`src/rtl/cpu_bus_pkg.sv`:
```
// Shared CPU bus definitions: bridge FSM states, access sizes, segment masks.
package cpu_bus_pkg;

    typedef enum logic [1:0] {
        IDLE = 2'd0,
        ADDR = 2'd1,
        DATA = 2'd2,
        DONE = 2'd3
    } bridgeState_t;

    localparam logic [1:0] SIZE_B = 2'd0;
    localparam logic [1:0] SIZE_H = 2'd1;
    localparam logic [1:0] SIZE_W = 2'd2;

    // kseg0/kseg1 both start with 2'b10; their physical address drops bits [31:29]
    localparam logic [1:0]  KSEG01_TAG = 2'b10;
    localparam logic [31:0] SEG_MASK   = 32'hE000_0000;

    function automatic logic isKseg01(input logic [31:0] vaddr);
        return vaddr[31:30] == KSEG01_TAG;
    endfunction

endpackage

```
`src/rtl/vaddr_map.sv`:
```
// Combinational virtual-to-physical mapper for unmapped kernel segments.
module vaddr_map
    import cpu_bus_pkg::*;
(
    input  logic [31:0] vaddr,
    output logic [31:0] paddr
);

    always_comb begin
        paddr = vaddr;
        if (isKseg01(vaddr)) paddr = vaddr & ~SEG_MASK;
    end

endmodule

```
`src/rtl/d_sramlike_bridge.sv`:
```
// Data-side bridge from the M-stage memory port to the sram-like data bus.
// Optional kseg0/kseg1 address mapping enabled by defining DBRIDGE_ADDR_MAP_EN.
module d_sramlike_bridge
    import cpu_bus_pkg::*;
#(
    parameter int ADDR_W = 32
) (
    input  logic              clk,
    input  logic              resetn,
    input  logic              cpu_en,
    input  logic [3:0]        cpu_wen,
    input  logic [1:0]        cpu_size,
    input  logic [ADDR_W-1:0] cpu_addr,
    input  logic [ADDR_W-1:0] cpu_wdata,
    input  logic              cpu_longest_stall,
    output logic [ADDR_W-1:0] cpu_rdata,
    output logic              cpu_stall,
    output logic              data_req,
    output logic              data_wr,
    output logic [1:0]        data_size,
    output logic [ADDR_W-1:0] data_addr,
    output logic [ADDR_W-1:0] data_wdata,
    input  logic              data_addr_ok,
    input  logic              data_data_ok,
    input  logic [ADDR_W-1:0] data_rdata
);

    bridgeState_t state, nextState;

    logic [3:0]        wenQ;
    logic [1:0]        sizeQ;
    logic [ADDR_W-1:0] addrQ, wdataQ, rdataQ;
    logic [ADDR_W-1:0] vAddr;
    logic [3:0]        reqWen;
    logic              issueLive, dataDone;

    always_ff @(posedge clk or negedge resetn) begin
        if (!resetn) state <= IDLE;
        else         state <= nextState;
    end

    always_comb begin
        nextState = state;
        case (state)
            IDLE: if (cpu_en)            nextState = data_addr_ok ? DATA : ADDR;
            ADDR: if (data_addr_ok)      nextState = DATA;
            DATA: if (data_data_ok)      nextState = cpu_longest_stall ? DONE : IDLE;
            DONE: if (!cpu_longest_stall) nextState = IDLE;
            default:                     nextState = IDLE;
        endcase
    end

    always_ff @(posedge clk or negedge resetn) begin
        if (!resetn) begin
            wenQ   <= '0;
            sizeQ  <= '0;
            addrQ  <= '0;
            wdataQ <= '0;
            rdataQ <= '0;
        end else begin
            if (state == IDLE && cpu_en) begin
                wenQ   <= cpu_wen;
                sizeQ  <= cpu_size;
                addrQ  <= cpu_addr;
                wdataQ <= cpu_wdata;
            end
            if (dataDone) rdataQ <= data_rdata;
        end
    end

    // Live fields only during the IDLE issue cycle; afterwards the bus sees the
    // captured copy so the pipeline may move its M-stage inputs freely.
    always_comb begin
        issueLive  = (state == IDLE) && cpu_en;
        dataDone   = (state == DATA) && data_data_ok;
        data_req   = issueLive || (state == ADDR);
        reqWen     = issueLive ? cpu_wen   : wenQ;
        data_size  = issueLive ? cpu_size  : sizeQ;
        vAddr      = issueLive ? cpu_addr  : addrQ;
        data_wdata = issueLive ? cpu_wdata : wdataQ;
        data_wr    = |reqWen;
        cpu_stall  = cpu_en && !dataDone && (state != DONE);
        cpu_rdata  = dataDone ? data_rdata : rdataQ;
    end

`ifdef DBRIDGE_ADDR_MAP_EN
    vaddr_map uMap (
        .vaddr (vAddr),
        .paddr (data_addr)
    );
`else
    assign data_addr = vAddr;
`endif

endmodule

```
`config.mk`:
```
export PLATFORM = sky130hd
export DESIGN_NAME = d_sramlike_bridge
export DESIGN_NICKNAME = d
export VERILOG_FILES = /design/src/rtl/cpu_bus_pkg.sv /design/src/rtl/vaddr_map.sv /design/src/rtl/d_sramlike_bridge.sv
export SDC_FILE = /design/constraint.sdc
export NUM_CORES = 1
export LEC_CHECK = 0
export ABC_AREA = 1
export CAP_MARGIN = 20
export CELL_PAD_IN_SITES_DETAIL_PLACEMENT = 1
export CELL_PAD_IN_SITES_GLOBAL_PLACEMENT = 1
export CORE_UTILIZATION = 28
export CTS_CLUSTER_SIZE = 10
export DETAILED_ROUTE_END_ITERATION = 16
export PLACE_DENSITY_LB_ADDON = 0.05
export SLEW_MARGIN = 5
export SYNTH_ARGS = -nofsm -noshare
export SYNTH_HDL_FRONTEND = slang
export SYNTH_HIERARCHICAL = 1
export SYNTH_SLANG_ARGS = --single-unit
export TNS_END_PERCENT = 20
```
`constraint.sdc`:
```
create_clock -name clk -period 2 [get_ports clk]
set_input_delay 0.6 -clock clk [delete_from_list [all_inputs] [get_ports clk]]
set_output_delay 0.6 -clock clk [all_outputs]
set_load 0.1 [all_outputs]
```
* Word level (Yosys, flattened, before mapping) *
Index checks and enable logic that the tools add are counted.

storage, ports and cells
  logic and storage cells = 35
  output and inout bits = 101
  register bits = 104

cells by class
  equal/unequal tests = 8
  reduce and logical (&&, ||, !) cells = 9
  mux-type cells = 12

operator list
  operator                                             count
  two-way mux 32 bit                                   3
  two-way mux 2 bit                                    7
  inequality test 2 bit, second input constant         5
  one-hot mux 2 bit (4 select lines)                   1
  equality test 2 bit, second input constant           2
  logical AND 1 bit                                    4
  two-way mux 4 bit                                    1
  AND reduction 4 bit                                  1
  OR reduction 4 bit                                   1
  equality test 2 x 1 -> 1 bit, second input constant  1
  logical NOT 2 bit                                    1
  logical NOT 1 bit                                    1
  logical OR 1 bit                                     1

* Depth between registers and ports, before layout *
Gate-level depths: netlist of the first run.

  word-level depth = 5
  gate-level depth with buffers = 8
  gate-level depth less buffers = 6

* Worst setup path before layout of the first run *
No wires, ideal clock.

  path kind = in2out
  start = input cpu_en
  end = output cpu_stall
  path buffers = 1
  setup slack = -1.673 ns
  arrival time = 3.073 ns
  cell stages on the path = 3
  path through = buf_2 > inv_1 > a211oi_1

between the ends
  cells in the longest elaborated chain, start to end = 2

ends and longest elaborated chain
  element                         line                     text
  start, declared                 d_sramlike_bridge.sv:10  input logic cpu_en,
  logical AND 1 bit (2 in a row)  d_sramlike_bridge.sv:82  cpu_stall = cpu_en && !dataDone && (state != DONE);
  end, declared                   d_sramlike_bridge.sv:17  output logic cpu_stall,

Every way passes these cells.

* Worst setup path after layout of the first run *
  start = register state[0]
  end = output cpu_rdata[13]

between the ends
  cells in the longest elaborated chain, start to end = 3

ends and longest elaborated chain
  element                 line                     text
  start, declared         d_sramlike_bridge.sv:28  bridgeState_t state, nextState;
  start signal, assigned  d_sramlike_bridge.sv:39  else state <= nextState;
  equality test 2 bit     d_sramlike_bridge.sv:75  dataDone = (state == DATA) && data_data_ok;
  logical AND 1 bit       d_sramlike_bridge.sv:75
  two-way mux 32 bit      n/a
  end, declared           d_sramlike_bridge.sv:16  output logic [ADDR_W-1:0] cpu_rdata,

Every way passes these cells.

==> flow_summary.toml, run 1 <==
[clocking]
path_clk_slew_ps = 70
cts_tree = "done"
cts_buffers = 9
clockBufferDepth = 2
h-tree-depth = 3
worst_skew_pair.late_latency_ps = 350
cts_root_buf = "clkbuf_16"
cts_sinks = 104

[die]
pin_count = 209
die_h_um = 124
start_util_pct = 28.7
die_w_um = 124
num_rows = 44
coreArea_um2 = 14500
fp.dieArea_um2 = 15400

[layout]
fin_nets = 844
n_antenna_cell = 0
fill_cells = 1455
final-seq-area_um2 = 2600
syn_to_final_growth_pct = 125
layout_common_cells = "buf_12 (110), nand2_2 (104), dfrtp_1 (104), clkdlybuf4s50_1 (104), nand2_1 (86)"
multiInputGateArea_um2 = 2360
drive_gt1_share_pct = 52.0
layout_commonest_cell = "buf_12"

[sta]
finalSetupViolations = 101
hold_viol = 0
min_period_over_period_pct = 118
worstMarginPinSlew_ps = 462
setup-tns-final_ps = -29950
maxSlewViolCount = 0
final.setup.worst_slack_ps = -353
fin_skew_ps = 9.18
period_minus_slack_ps = 2350
max_freq_mhz = 425
holdWs_ps = 193
maxSlewHeadroom_pct = 69.2
rsz0062_at_grt = "yes"

[logic_synthesis]
netlist.area_leader.share_pct = 62.4
synth.largest_area_cell = "dfrtp_1"
synth_cell_types = 16
ys_seq_area_share_pct = 62.4
synth_fp_nets = 580
ys_top_cells_by_area = "dfrtp_1 (62%), nand2_1 (22%), nand3_1 (8.6%)"
syn_avg_cell_area_um2 = 8.83
synth-seq-cells = 104
synth_cells = 472
yosysWarnings = 6
syn-cell-area_um2 = 4170

[setup_path]
critPathRequiredTime_ps = 1400
setup.worst_path.start_class = "register"
crit_fanout = 9
critPathKind = "register to output pin"
reg2reg_slack_ps = 480
crit_arrival_ps = 1750
end_kind = "output pin"
rr_endpoint = "rdataQ[23]$_DFF_PN0_"
r2r-start = "state[1]$_DFFE_PN0P_"
r2r_cells = 8

[drt]
drt-total-wl_mm = 17.0
route.detailed.drc = 0
vias = 4295
viasPerCell = 4.64
drt_iter0_drc = 87
postRouteAntennaNets = 0
first_pass_iters = 4
wl_per_cell_um = 18.3

[placement]
post-place-ws_ps = -625
hpwl_mm = 10.9
routabilityCongestion = 0.744
io_buffer_count = 208

[run_status]
status = "finished, violations left"
violations = "setup timing"

[grt]
grt_usage_pct = 21.8
grt_pass1_wl_mm = 25.0
grt_max_degree = 45
antenna_found_initial = 0
first_global_vias = 4710
grt_overflow = 0

[job]
max-cap-violations = 0

[worst_hold_path]
hold_class = "input port to async pin"
## worst max-delay path by stage
| stage | from | to | slack, ps | cells after the start |
|---|---|---|---|---|
| 2_1_floorplan | data_data_ok | cpu_stall | -210 | 3 |
| 3_3_place_gp | data_data_ok | cpu_rdata[31] | -550 | 6 |
| 3_5_place_dp | data_data_ok | cpu_rdata[28] | -620 | 6 |
| 4_1_cts | state[0]$_DFFE_PN0P_ | data_addr[17] | -390 | 6 |
| 5_1_grt | state[1]$_DFFE_PN0P_ | data_addr[7] | -440 | 8 |
| 6_report | state[0]$_DFFE_PN0P_ | cpu_rdata[13] | -350 | 8 |
## registers in the layout (all words and copies together) (netlist names)
register,count
addrQ,32
sizeQ,2
state,2
rdataQ,32
wenQ,4
wdataQ,32
## what timing repair did
action,in CTS,in global routing
hold buffers,0,0
pin swaps,13,38
buffers inserted,10,17
cloned,5,3
resized for setup,47,96
setup endpoints to repair,101,101
## cells by family (layout without fill, tap and decap cells)
kind of cell           Yosys count  in the layout  share of synthesized area (%)
AOI/OAI and AO/OA                3              3                          0.420
DFF                            104            104                           62.4
and+or+nand+nor                330            330                           32.7
buffers and inverters           35            304                           4.50
## Yosys cell counts
library cell	n
nand3b_1	1
nand2_1	249
o21ai_0	2
inv_1	3
nand3_1	72
buf_2	21
dfrtp_1	104
nor2_4	1
inv_2	2
nor2_1	3
nand3_2	3
buf_4	2
a211oi_1	1
buf_1	4
buf_6	3
nand2_2	1
## critical path: stages, from the launching register on
cell	delay, ps
dfrtp_1	420
buf_6	150
inv_6	50
nand3_4	140
buf_8	200
inv_12	80
nand2_1	80
nand2_2	100
buf_12	180
## cell type report
type                            count  area share [%]
Multi-Input combinational cell    333            25.1
Timing Repair inverter              3           0.466
Tap cell                          184            2.45
Inverter                            5           0.386
Timing Repair Buffer              280            40.9
Clock buffer                       14            2.81
Clock inverter                      2           0.147
Sequential cell                   104            27.7
## per-stage QoR
stage               utilization (%)  cells  area, um^2
finish                         64.6    925        9390
detailed placement             56.9    877        8270
global route                   64.6    925        9390
floorplan                         -    472        4750
CTS                            61.2    908        8890
global placement               56.9    877        8270
## layer usage
metal | GRT usage (%) | vias to the layer above | wire length (um)
met5 | 0 | - | 0
met4 | 6.77 | 0 | 307
met3 | 6.23 | 20 | 1140
met2 | 38.5 | 126 | 9100
met1 | 25.3 | 2141 | 6410
li1 | - | 2008 | -
Power of run 1 is left out: the tool's default activity adds up to more than one toggle a clock period on the data nets, which glitch-free logic cannot reach.
==> run 2: changes to the inputs <==
--- a/config.mk
+++ b/config.mk
@@ -13,6 +13,7 @@
 export CTS_CLUSTER_SIZE = 10
 export DETAILED_ROUTE_END_ITERATION = 16
 export PLACE_DENSITY_LB_ADDON = 0.05
+export SKIP_LAST_GASP = 1
 export SLEW_MARGIN = 5
 export SYNTH_ARGS = -nofsm -noshare
 export SYNTH_HDL_FRONTEND = slang
==> run 2 against run 1 <==
Effect of this change: clock skew is 2.1 ps higher; cell count grew 0.11%; maximum frequency decreased by 0.67%; core utilization decreased by 1.1 points; worst hold slack got worse by 0.58 ps; sequential cell count stayed put; critical path type unchanged; via count is 0.84% lower; die area unchanged; the run still ends with setup timing left; routed wire length is 0.27% lower.
==> flow_summary.toml, run 2 (same netlist as run 1, synthesis figures left out) <==
[placement]
placed_area_um2 = 8270
hpwl_mm = 10.9
routabilityCongestion = 0.744
post-place-ws_ps = -625
placed_cells = 877
io_buffer_count = 208

[setup_path]
crit_cells = 7
reg2reg_slack_ps = 500
rr_endpoint = "rdataQ[24]$_DFF_PN0_"
critical_path_buf_inv_count = 4
crit_fanout = 9
crit_path_start = "state[1]$_DFFE_PN0P_"
end_kind = "output pin"
worst_path_max_delay_cell = "dfrtp_1"
cp_slowest_stage_delay_ps = 410
crit_arrival_ps = 1770
setup.worst_path.start_class = "register"
critPathKind = "register to output pin"
cp_cell_sequence = "nor2_4 -> buf_12 -> buf_4 -> buf_4 -> nand3_1 -> nand2_8 -> buf_12"
crit_end = "data_wdata[23]"
r2r_cells = 8
critPathRequiredTime_ps = 1400
path_delay_family = "buffers and inverters"
r2r-start = "state[1]$_DFFE_PN0P_"

[layout]
reg_top3 = "addrQ: 32 flops, rdataQ: 32 flops, wdataQ: 32 flops"
layout_commonest_cell = "nand2_1"
drive_gt1_share_pct = 46.0
syn_to_final_growth_pct = 122
final_area_um2 = 9240
fin_nets = 845
n_antenna_cell = 0
layout_common_cells = "nand2_1 (115), buf_12 (109), dfrtp_1 (104), clkdlybuf4s50_1 (104), nand2_2 (78)"
final_cells = 926

[clocking]
clockBufferDepth = 2
worst_skew_pair.late_latency_ps = 350
h-tree-depth = 3
cts_buffers = 9
cts_tree = "done"
cts_root_buf = "clkbuf_16"
path_clk_slew_ps = 70
cts_sinks = 104

[sta]
maxSlewHeadroom_pct = 69.1
finalSetupViolations = 101
final.setup.worst_slack_ps = -369
hold_viol = 0
period_minus_slack_ps = 2370
fin_skew_ps = 11.3
min_period_over_period_pct = 118
worstMarginPinSlew_ps = 463
max_freq_mhz = 422
maxSlewViolCount = 0
rsz0062_at_grt = "yes"

[die]
pin_count = 209
fp.dieArea_um2 = 15400
start_util_pct = 28.7
coreArea_um2 = 14500
die_h_um = 124
num_rows = 44
die_w_um = 124

[worst_hold_path]
hold_class = "input port to async pin"

[drt]
viasPerCell = 4.60
wl_per_cell_um = 18.3
drt-total-wl_mm = 16.9
route.detailed.drc = 0
vias = 4259
first_pass_iters = 4
postRouteAntennaNets = 0
drt_iter0_drc = 137

[grt]
grt_overflow = 0
grt_pass1_wl_mm = 24.2
grt_usage_pct = 20.9
first_global_vias = 4680
antenna_found_initial = 0
grt_max_degree = 45

[run_status]
status = "finished, violations left"
violations = "setup timing"

[job]
max-cap-violations = 0
[run 2: cell count changes in the layout (fill, tap and decap cells not counted), moves of 2 or more]
cell and change:
nand2_2 -26, nand2_1 +29, nand3_1 +16, buf_8 +2, nand2_4 -3, nand3_2 -15
[run 2: routing by layer]
metal | vias to the layer above | global-route usage [%] | part of all wire [%]
met5 | - | 0 | 0
met4 | 0 | 6.77 | 1.1
met3 | 12 | 6.59 | 6.6
met2 | 115 | 36.4 | 55
met1 | 2126 | 24.3 | 38
li1 | 2006 | - | -
[run 2: worst reg2reg max path: stages (launching register included)]
cell     delay [ps]
dfrtp_1         410
buf_4           190
nand3_4         150
buf_8           170
inv_8            60
nand2_1          80
nand2_2          90
buf_4           140
buf_4           120
[run 2: worst min path at each step]
stage / startpoint / to / slack, ps / cells past startpoint
floorplan: resetn / addrQ[0]$_DFF_PN0_ / 300 / 0
global route: resetn / wdataQ[15]$_DFF_PN0_ / 220 / 1
detailed placement: wenQ[3]$_DFF_PN0_ / wenQ[3]$_DFF_PN0_ / 460 / 2
global placement: wenQ[1]$_DFF_PN0_ / wenQ[1]$_DFF_PN0_ / 460 / 2
CTS: resetn / wdataQ[25]$_DFF_PN0_ / 200 / 1
finish: resetn / wdataQ[25]$_DFF_PN0_ / 190 / 1
[run 2: timing repair]
| action | 4_1_cts | 5_1_grt |
|---|---|---|
| cloned | 5 | 5 |
| setup buffers | 10 | 15 |
| resized for setup | 31 | 61 |
| hold buffers | 0 | 0 |
| setup endpoints to repair | 101 | 101 |
| pin swaps | 12 | 18 |
[run 2: per-stage QoR]
| step | hold WS, ps | util (%) | TNS [ps] |
|---|---|---|---|
| global placement | 457 | 56.9 | -28170 |
| CTS | 199 | 60.7 | -33530 |
| detailed placement | 462 | 56.9 | -29710 |
| floorplan | 304 | - | -5300 |
| finish | 193 | 63.6 | -29230 |
| global route | 224 | 63.6 | -36100 |
[run 2: layout make-up]
type | count | area (um^2)
clock buffers | 14 | 264
repair inverters | 3 | 43.8
flip-flops and latches | 104 | 2600
inverters | 5 | 33.8
well taps | 184 | 230
multi-input cells | 333 | 2180
fillers | 1500 | 5300
clock inverters | 2 | 13.8
repair buffers | 281 | 3870
Power of run 2 is left out for the same reason.
